**src/rtl/branch_resolve_unit.sv**
```systemverilog
// Resolving end of the gshare predictor: in-order queue of predicted branches, outcome
// evaluation, predictor training handshake and mispredict redirect. Optional: BRU_PERF_COUNTERS_EN.
module branch_resolve_unit #(
   parameter int DEPTH     = 4,
   parameter int XLEN      = 32,
   parameter int PHT_IDX_W = 3
) (
   input  logic                 clk,
   input  logic                 rst_n,
   input  logic                 push_valid,
   input  logic [XLEN-1:0]      push_pc,
   input  logic [XLEN-1:0]      push_target,
   input  logic                 push_pred_taken,
   input  logic [PHT_IDX_W-1:0] push_pht_index,
   output logic                 q_full,
   input  logic                 res_valid,
   input  logic [2:0]           res_funct3,
   input  logic [XLEN-1:0]      res_rs1,
   input  logic [XLEN-1:0]      res_rs2,
   output logic                 branch_resolved,
   output logic                 actual_taken,
   output logic [PHT_IDX_W-1:0] pht_index_out,
   output logic                 redirect_valid,
   output logic [XLEN-1:0]      redirect_pc,
   output logic [1:0]           flush,
`ifdef BRU_PERF_COUNTERS_EN
   output logic [31:0]          perf_branches,
   output logic [31:0]          perf_mispredicts,
`endif
   output logic                 err_underflow
);

   localparam int PW = $clog2(DEPTH);
   localparam int CW = PW + 1;

   logic [XLEN-1:0]      pc_mem   [DEPTH];
   logic [XLEN-1:0]      tgt_mem  [DEPTH];
   logic                 pred_mem [DEPTH];
   logic [PHT_IDX_W-1:0] idx_mem  [DEPTH];

   logic [PW-1:0] wr_ptr_reg, rd_ptr_reg;
   logic [CW-1:0] count_reg, count_next;

   logic empty, pop, push_ok, taken_now, mispredict;
   logic [XLEN-1:0] head_pc, head_tgt;
   logic            head_pred;

   assign empty     = (count_reg == '0);
   assign q_full    = (count_reg == CW'(DEPTH));
   assign head_pc   = pc_mem[rd_ptr_reg];
   assign head_tgt  = tgt_mem[rd_ptr_reg];
   assign head_pred = pred_mem[rd_ptr_reg];

   always_comb begin
      taken_now = 1'b0;
      case (res_funct3)
         3'b000:  taken_now = (res_rs1 == res_rs2);
         3'b001:  taken_now = (res_rs1 != res_rs2);
         3'b100:  taken_now = ($signed(res_rs1) <  $signed(res_rs2));
         3'b101:  taken_now = ($signed(res_rs1) >= $signed(res_rs2));
         3'b110:  taken_now = (res_rs1 <  res_rs2);
         3'b111:  taken_now = (res_rs1 >= res_rs2);
         default: taken_now = 1'b0;
      endcase
   end

   assign pop        = res_valid && !empty;
   assign mispredict = pop && (taken_now != head_pred);
   // A push issued alongside a mispredict is on the wrong path and is discarded.
   assign push_ok    = push_valid && (!q_full || pop) && !mispredict;

   always_comb begin
      count_next = count_reg;
      if (mispredict)
         count_next = '0;
      else if (push_ok && !pop)
         count_next = count_reg + 1'b1;
      else if (!push_ok && pop)
         count_next = count_reg - 1'b1;
   end

   // Entry storage needs no reset: validity is carried entirely by the pointers and count.
   always_ff @(posedge clk) begin
      if (push_ok) begin
         pc_mem[wr_ptr_reg]   <= push_pc;
         tgt_mem[wr_ptr_reg]  <= push_target;
         pred_mem[wr_ptr_reg] <= push_pred_taken;
         idx_mem[wr_ptr_reg]  <= push_pht_index;
      end
   end

   always_ff @(posedge clk or negedge rst_n) begin
      if (!rst_n) begin
         wr_ptr_reg      <= '0;
         rd_ptr_reg      <= '0;
         count_reg       <= '0;
         branch_resolved <= 1'b0;
         actual_taken    <= 1'b0;
         pht_index_out   <= '0;
         redirect_valid  <= 1'b0;
         redirect_pc     <= '0;
         flush           <= 2'b00;
         err_underflow   <= 1'b0;
      end else begin
         count_reg <= count_next;
         if (mispredict) begin
            wr_ptr_reg <= '0;
            rd_ptr_reg <= '0;
         end else begin
            if (pop)     rd_ptr_reg <= rd_ptr_reg + 1'b1;
            if (push_ok) wr_ptr_reg <= wr_ptr_reg + 1'b1;
         end
         branch_resolved <= pop;
         redirect_valid  <= mispredict;
         flush           <= mispredict ? 2'b10 : 2'b00;
         if (pop) begin
            actual_taken  <= taken_now;
            pht_index_out <= idx_mem[rd_ptr_reg];
         end
         if (mispredict)
            redirect_pc <= taken_now ? head_tgt : head_pc + XLEN'(4);
         if (res_valid && empty)
            err_underflow <= 1'b1;
      end
   end

`ifdef BRU_PERF_COUNTERS_EN
   always_ff @(posedge clk or negedge rst_n) begin
      if (!rst_n) begin
         perf_branches    <= '0;
         perf_mispredicts <= '0;
      end else begin
         if (pop && perf_branches != 32'hFFFF_FFFF)
            perf_branches <= perf_branches + 32'd1;
         if (mispredict && perf_mispredicts != 32'hFFFF_FFFF)
            perf_mispredicts <= perf_mispredicts + 32'd1;
      end
   end
`endif

endmodule

```
**config.mk**
```make
export PLATFORM = sky130hd
export DESIGN_NAME = branch_resolve_unit
export DESIGN_NICKNAME = d
export VERILOG_FILES = /design/src/rtl/branch_resolve_unit.sv
export SDC_FILE = /design/constraint.sdc
export NUM_CORES = 1
export LEC_CHECK = 0
export CAP_MARGIN = 20
export CORE_MARGIN = 2
export CORE_UTILIZATION = 50
export CTS_CLUSTER_SIZE = 8
export DETAILED_ROUTE_END_ITERATION = 7
export PLACE_DENSITY = 0.74
export REMOVE_ABC_BUFFERS = 1
export SLEW_MARGIN = 5
export SYNTH_ARGS = -nofsm -noshare
export SYNTH_HDL_FRONTEND = slang
export SYNTH_SLANG_ARGS = --single-unit
```
**constraint.sdc**
```tcl
create_clock -name clk -period 5.85 [get_ports clk]
set_input_delay 1.17 -clock clk [delete_from_list [all_inputs] [get_ports clk]]
set_output_delay 1.17 -clock clk [all_outputs]
set_load 0.02 [all_outputs]
```
==> results of run 1 <==
[path summary, 6_finish.rpt]
| check | from | end | cells past startpoint | slack, ns |
|---|---|---|---|---|
| worst max-delay path | res_rs2[14] | tgt_mem[1][12] | 13 | 1.06 |
| worst min register to register | err_underflow | err_underflow | 1 | 0.47 |
| min in group asynchronous | rst_n | redirect_pc[23] | 2 | 0.77 |
| worst min-delay path | err_underflow | err_underflow | 1 | 0.47 |
| max in group asynchronous | rst_n | rd_ptr_reg[0] | 2 | 4.57 |
| worst max register to register | rd_ptr_reg[0] | redirect_pc[24] | 10 | 2.04 |
[layout by cell type (no fill, tap or decap), types with 32 or more instances in the layout]
cell type,Yosys,layout
clkbuf_16,0,47
mux4_2,68,68
dfrtp_1,46,44
nand2_1,57,57
edfxtp_1,272,272
clkbuf_1,14,34
inv_1,68,68
nor2_1,33,32
ha_1,37,37
clkdlybuf4s50_1,0,178
[layout make-up]
type / instances / area, um^2
Inverter: 70 / 263
Timing Repair Buffer: 196 / 1990
Multi-Input combinational cell: 394 / 3820
Clock inverter: 1 / 8.76
Fill cell: 1882 / 9650
Sequential cell: 318 / 9320
Tap cell: 341 / 427
Clock buffer: 82 / 1320
[power by group through the flow]
stage	logic [mW]	registers, mW	clock network (mW)
5_1_grt	2.49	3.30	2.53
3_5_place_dp	2.31	3.29	0
2_1_floorplan	1.28	3.45	0
4_1_cts	2.33	3.26	2.44
3_3_place_gp	2.28	3.27	0
6_report	2.30	3.25	2.39
[stage by stage]
step | power (mW) | setup TNS (ns) | setup WS (ns)
global placement | 5.55 | 0 | 0.611
detailed placement | 5.60 | 0 | 0.513
finish | 7.94 | 0 | 1.06
global route | 8.32 | 0 | 0.889
floorplan | 4.73 | -278.60 | -1.02
CTS | 8.03 | 0 | 1.06
[critical path, cell delays in order]
cell and delay (ns):
clkdlybuf4s50_1 0.45, inv_1 0.04, ha_1 0.30, nand4_1 0.14
or4_1 0.58, a21oi_1 0.14, o31ai_1 0.09, and4b_4 0.23
xor2_1 0.14, a221o_2 0.44, mux2i_4 0.43, and3_2 0.28
buf_4 0.48
[cell families (layout without fill, tap and decap cells)]
| family | count (synthesis) | count (layout) | share of synthesized area |
|---|---|---|---|
| DFF | 318 | 318 | 0.687 |
| muxes | 70 | 70 | 0.115 |
| and+or+nand+nor | 181 | 181 | 0.0650 |
| buffers and inverters | 107 | 349 | 0.0333 |
| adders and majority gates | 38 | 38 | 0.0356 |
| other | 1 | 1 | 0.000276 |
| xor gates and xnor gates | 32 | 32 | 0.0206 |
| AOI/OAI and AO/OA | 72 | 72 | 0.0434 |
[routing by layer]
metal  track usage  wire length [um]
met2         0.364             14900
met3        0.0414              2120
met1         0.279             12200
met5             0                 0
met4        0.0663               675
==> out/results.tsv, run 1 <==
stage	metric	value	unit
status	status	finished clean	
sta	relative slew slack	0.456	
synth	Yosys top cell by area	edfxtp_1	
finish	Area growth syn-to-layout	26.4	%
floorplanning	num rows	60	
placement	dpl cell area	15800	um^2
synth	Synth Cell Area	13600	um^2
finish	Design Area, Final	17200	um^2
detailed_routing	WL final	29900	um
floorplanning	initial core utilization	0.506	
detailed_routing	DRT Pass-1 Iters	4	
sta	slew at the pin closest to its max-slew limit	0.815	ns
synth	EDFF count, synth	272	
finish	final core utilization	0.640	
clock_tree	CTS sink count	318	
sta	Slew Limit Fails	0	
power	Pwr Density	463	nW/um^2
floorplanning	area of the core	26800	um^2
detailed_routing	Post-DRT Antenna Nets	0	
sta	endpoints failing setup	0	
finish	# nets final	1202	
clock_tree	CTS clk-pin slew, worst paths	0.05	ns
power	Seq pwr share	0.409	
critical_path	worst path required time	6.00	ns
detailed_routing	Vias/cell	5.60	
synth	Synth Register Bits	318	
power	Pint	5.58	mW
clock_tree	CTS H-tree lvls	2	
detailed_routing	via count	7858	
power	combinational fraction of design power	0.289	
critical_path	WS Path Type	in -> reg	
synth	Avg Inst Size Synth	16.6	um^2
clock_tree	clk buf depth	3	
critical_path	startpoint types	primary input	
power	Clk network pwr share	0.301	
global_route	GRT overflow	0	
clock_tree	CTS tree	built	
clock_tree	clk root buf	clkbuf_16	
global_route	first-pass GRT wire length	46300	um
critical_path	CP Capture Type	flip-flop	
sta	FMAX	0.209	GHz
detailed_routing	Post-route DRC	0	
finish	largest registers	pc_mem x128, tgt_mem x128, redirect_pc x32	
finish	Antenna Cells	0	
finish	Finished Layout Cells	1402	
global_route	Total Routing Usage GR	0.213	
power	Max IR drop VDD	0.000296	V
sta	Hold Slack	0.472	ns
sta	Final Cycle Share	0.819	
sta	Layout Skew	0.0160	ns
detailed_routing	wire per inst	21.3	um
clock_tree	Post-CTS Setup Repair Bufs	0	
synth	Synth warnings	0	
power	Leak	6.05	nW
run	max-cap violations	0	
placement	HPWL Detailed	18700	um
placement	Post-Place Cells	1319	
floorplanning	Die W	169	um
clock_tree	clk_lat worst skew	0.53	ns
synth	post-synthesis sequential area ratio	0.687	
synth	ys async rst share	0.145	
clock_tree	CTS Hold Bufs	0	
global_route	initial antenna violation count	0	
synth	Synth area leaders	edfxtp_1, mux4_2, dfrtp_1, ha_1, inv_1	
global_route	vias in the first global route	8275	
power	sw power	2.36	mW
synth	most common cell in the netlist	edfxtp_1	
sta	unrepaired setup endpoints after global routing	no	
min_path	Hold Path Class	reg -> reg	
global_route	largest net degree at the start of global routing	67	
placement	gpl congestion	0.798	
synth	Post-synth top cells	edfxtp_1, inv_1, mux4_2, nand2_1, dfrtp_1	
floorplanning	die area	28500	um^2
sta	min Tclk post-route	4.79	ns
sta	final hold viol count	0	
floorplanning	IO Pins	181	
synth	Cells after Synth	819	
critical_path	CP max FO	37	
clock_tree	post-CTS sizing	0	
clock_tree	total CTS buffers	45	
placement	Port Buffers	179	
floorplanning	die height	169	um
synth	Synth top area share	0.602	
critical_path	worst path arrival time	4.94	ns
finish	layout cells sized above 1	0.152	
power	Net Sw Frac	0.298	
detailed_routing	initial drt markers	512	
synth	Main synth FF type	edfxtp_1	
synth	synth unique cells	50	
No activity file was read; power rests on OpenSTA's default activity.
==> run 2: changes to the inputs <==
Clock period 5.85 ns to 4.6 ns, I/O delays scaled along.
==> run 2 against run 1 <==
Net effect: global-route usage is 0.38 points higher; clock-buffer cell count is 1 higher; largest power group unchanged; largest cell class unchanged; core utilization is 0.53 points higher; routed wire length is 1.0% higher; final area is 0.82% higher; non-clock buffer count is 10 higher.
==> out/results.tsv, run 2 (synthesis results as in run 1) <==
stage	metric	value	unit
sta	endpoints failing setup	0	
floorplanning	num rows	60	
finish	Antenna Cells	0	
placement	gpl congestion	0.812	
clock_tree	Post-CTS Setup Repair Bufs	0	
finish	Area growth syn-to-layout	27.4	%
critical_path	CP max FO	29	
detailed_routing	initial drt markers	523	
clock_tree	CTS clk-pin slew, worst paths	0.05	ns
finish	most common cell after layout, fill and taps aside	edfxtp_1	
critical_path	worst path required time	4.96	ns
finish	# nets final	1212	
detailed_routing	Post-DRT Antenna Nets	0	
power	PnR Total Power	10.2	mW
sta	slew at the pin closest to its max-slew limit	0.774	ns
detailed_routing	wire per inst	21.3	um
floorplanning	IO Pins	181	
clock_tree	post-CTS sizing	0	
clock_tree	clk buf depth	3	
finish	most frequent cells in the layout	edfxtp_1, clkdlybuf4s50_1, inv_1, mux4_2, nand2_1	
sta	unrepaired setup endpoints after global routing	no	
power	Leak	6.12	nW
detailed_routing	Post-route DRC	0	
clock_tree	clk root buf	clkbuf_16	
clock_tree	total CTS buffers	45	
sta	Final Cycle Share	0.895	
floorplanning	die height	169	um
critical_path	WS Path Type	in -> reg	
placement	Post-Place Cells	1329	
placement	Port Buffers	179	
global_route	Total Routing Usage GR	0.217	
global_route	vias in the first global route	8477	
placement	dpl cell area	16000	um^2
finish	layout cells sized above 1	0.160	
sta	Fin Setup TNS	0	ns
detailed_routing	DRT Pass-1 Iters	6	
global_route	largest net degree at the start of global routing	67	
floorplanning	area of the core	26800	um^2
floorplanning	initial core utilization	0.506	
critical_path	CP Capture Type	flip-flop	
power	Pwr Density	589	nW/um^2
sta	final hold viol count	0	
global_route	first-pass GRT wire length	47000	um
placement	HPWL Detailed	19100	um
floorplanning	Die W	169	um
detailed_routing	WL final	30200	um
detailed_routing	Vias/cell	5.60	
sta	Hold Slack	0.458	ns
finish	largest registers	pc_mem x128, tgt_mem x128, redirect_pc x32	
clock_tree	CTS sink count	318	
finish	fill cell total of the finished layout	1876	
run	max-cap violations	0	
clock_tree	clk_lat worst skew	0.53	ns
global_route	GRT overflow	0	
sta	min Tclk post-route	4.12	ns
power	Max IR drop VDD	0.000320	V
sta	relative slew slack	0.483	
finish	Finished Layout Cells	1413	
min_path	Hold Path Class	reg -> reg	
sta	FMAX	0.243	GHz
critical_path	startpoint types	primary input	
global_route	initial antenna violation count	0	
detailed_routing	via count	7912	
clock_tree	CTS Hold Bufs	0	
critical_path	worst path arrival time	4.48	ns
sta	Slew Limit Fails	0	
sta	Layout Skew	0.0149	ns
status	status	finished clean	
finish	Design Area, Final	17300	um^2
floorplanning	die area	28500	um^2
clock_tree	CTS H-tree lvls	2	
clock_tree	CTS tree	built	
==> run 2: stage by stage <==
step                setup slack (ns)   util
floorplan                      -2.02      -
global placement              0.0479  0.596
detailed placement            -0.108  0.596
CTS                            0.450  0.645
global route                   0.220  0.645
finish                         0.484  0.645
==> run 2: worst max-delay path: stages <==
cell	delay [ns]
clkdlybuf4s50_1	0.45
inv_1	0.04
ha_1	0.30
nand4_1	0.13
or4_1	0.57
a21oi_1	0.14
o31ai_1	0.09
and4b_4	0.21
xor2_1	0.14
a221o_2	0.46
mux2i_4	0.24
inv_2	0.59
o221ai_1	0.20
==> run 2: power breakdown <==
group / total, mW / internal, mW / switching (mW)
sequential: 4.08 / 3.80 / 0.287
combinational: 3.07 / 1.45 / 1.62
clock: 3.04 / 1.91 / 1.13
==> run 2: worst paths after layout <==
kind,slack [ns],from,end,depth (start not counted)
min in group asynchronous,0.52,rst_n,redirect_pc[18],2
hold reg to reg,0.46,err_underflow,err_underflow,1
setup / recovery,0.48,res_rs2[11],redirect_pc[9],13
setup reg to reg,1.19,rd_ptr_reg[0],redirect_pc[24],11
max in group asynchronous,3.54,rst_n,rd_ptr_reg[0],2
hold / removal,0.46,err_underflow,err_underflow,1
==> run 2: metal layers <==
metal	GRT usage	share of wire	wire (um)	vias up
li1	-	-	-	3602
met1	0.281	0.41	12400	3936
met2	0.370	0.49	14800	308
met3	0.0435	0.070	2110	66
met4	0.0723	0.026	798	0
met5	0	0	0	-
==> run 2: cell type report <==
cell class	instances	area [um^2]	share of cell area
clock buffer	83	1320	0.0764
sequential	318	9320	0.539
timing repair buffer	206	2130	0.123
multi-input combinational	394	3820	0.221
tap	341	427	0.0247
clock inverter	1	8.76	0.000506
inverter	70	263	0.0152
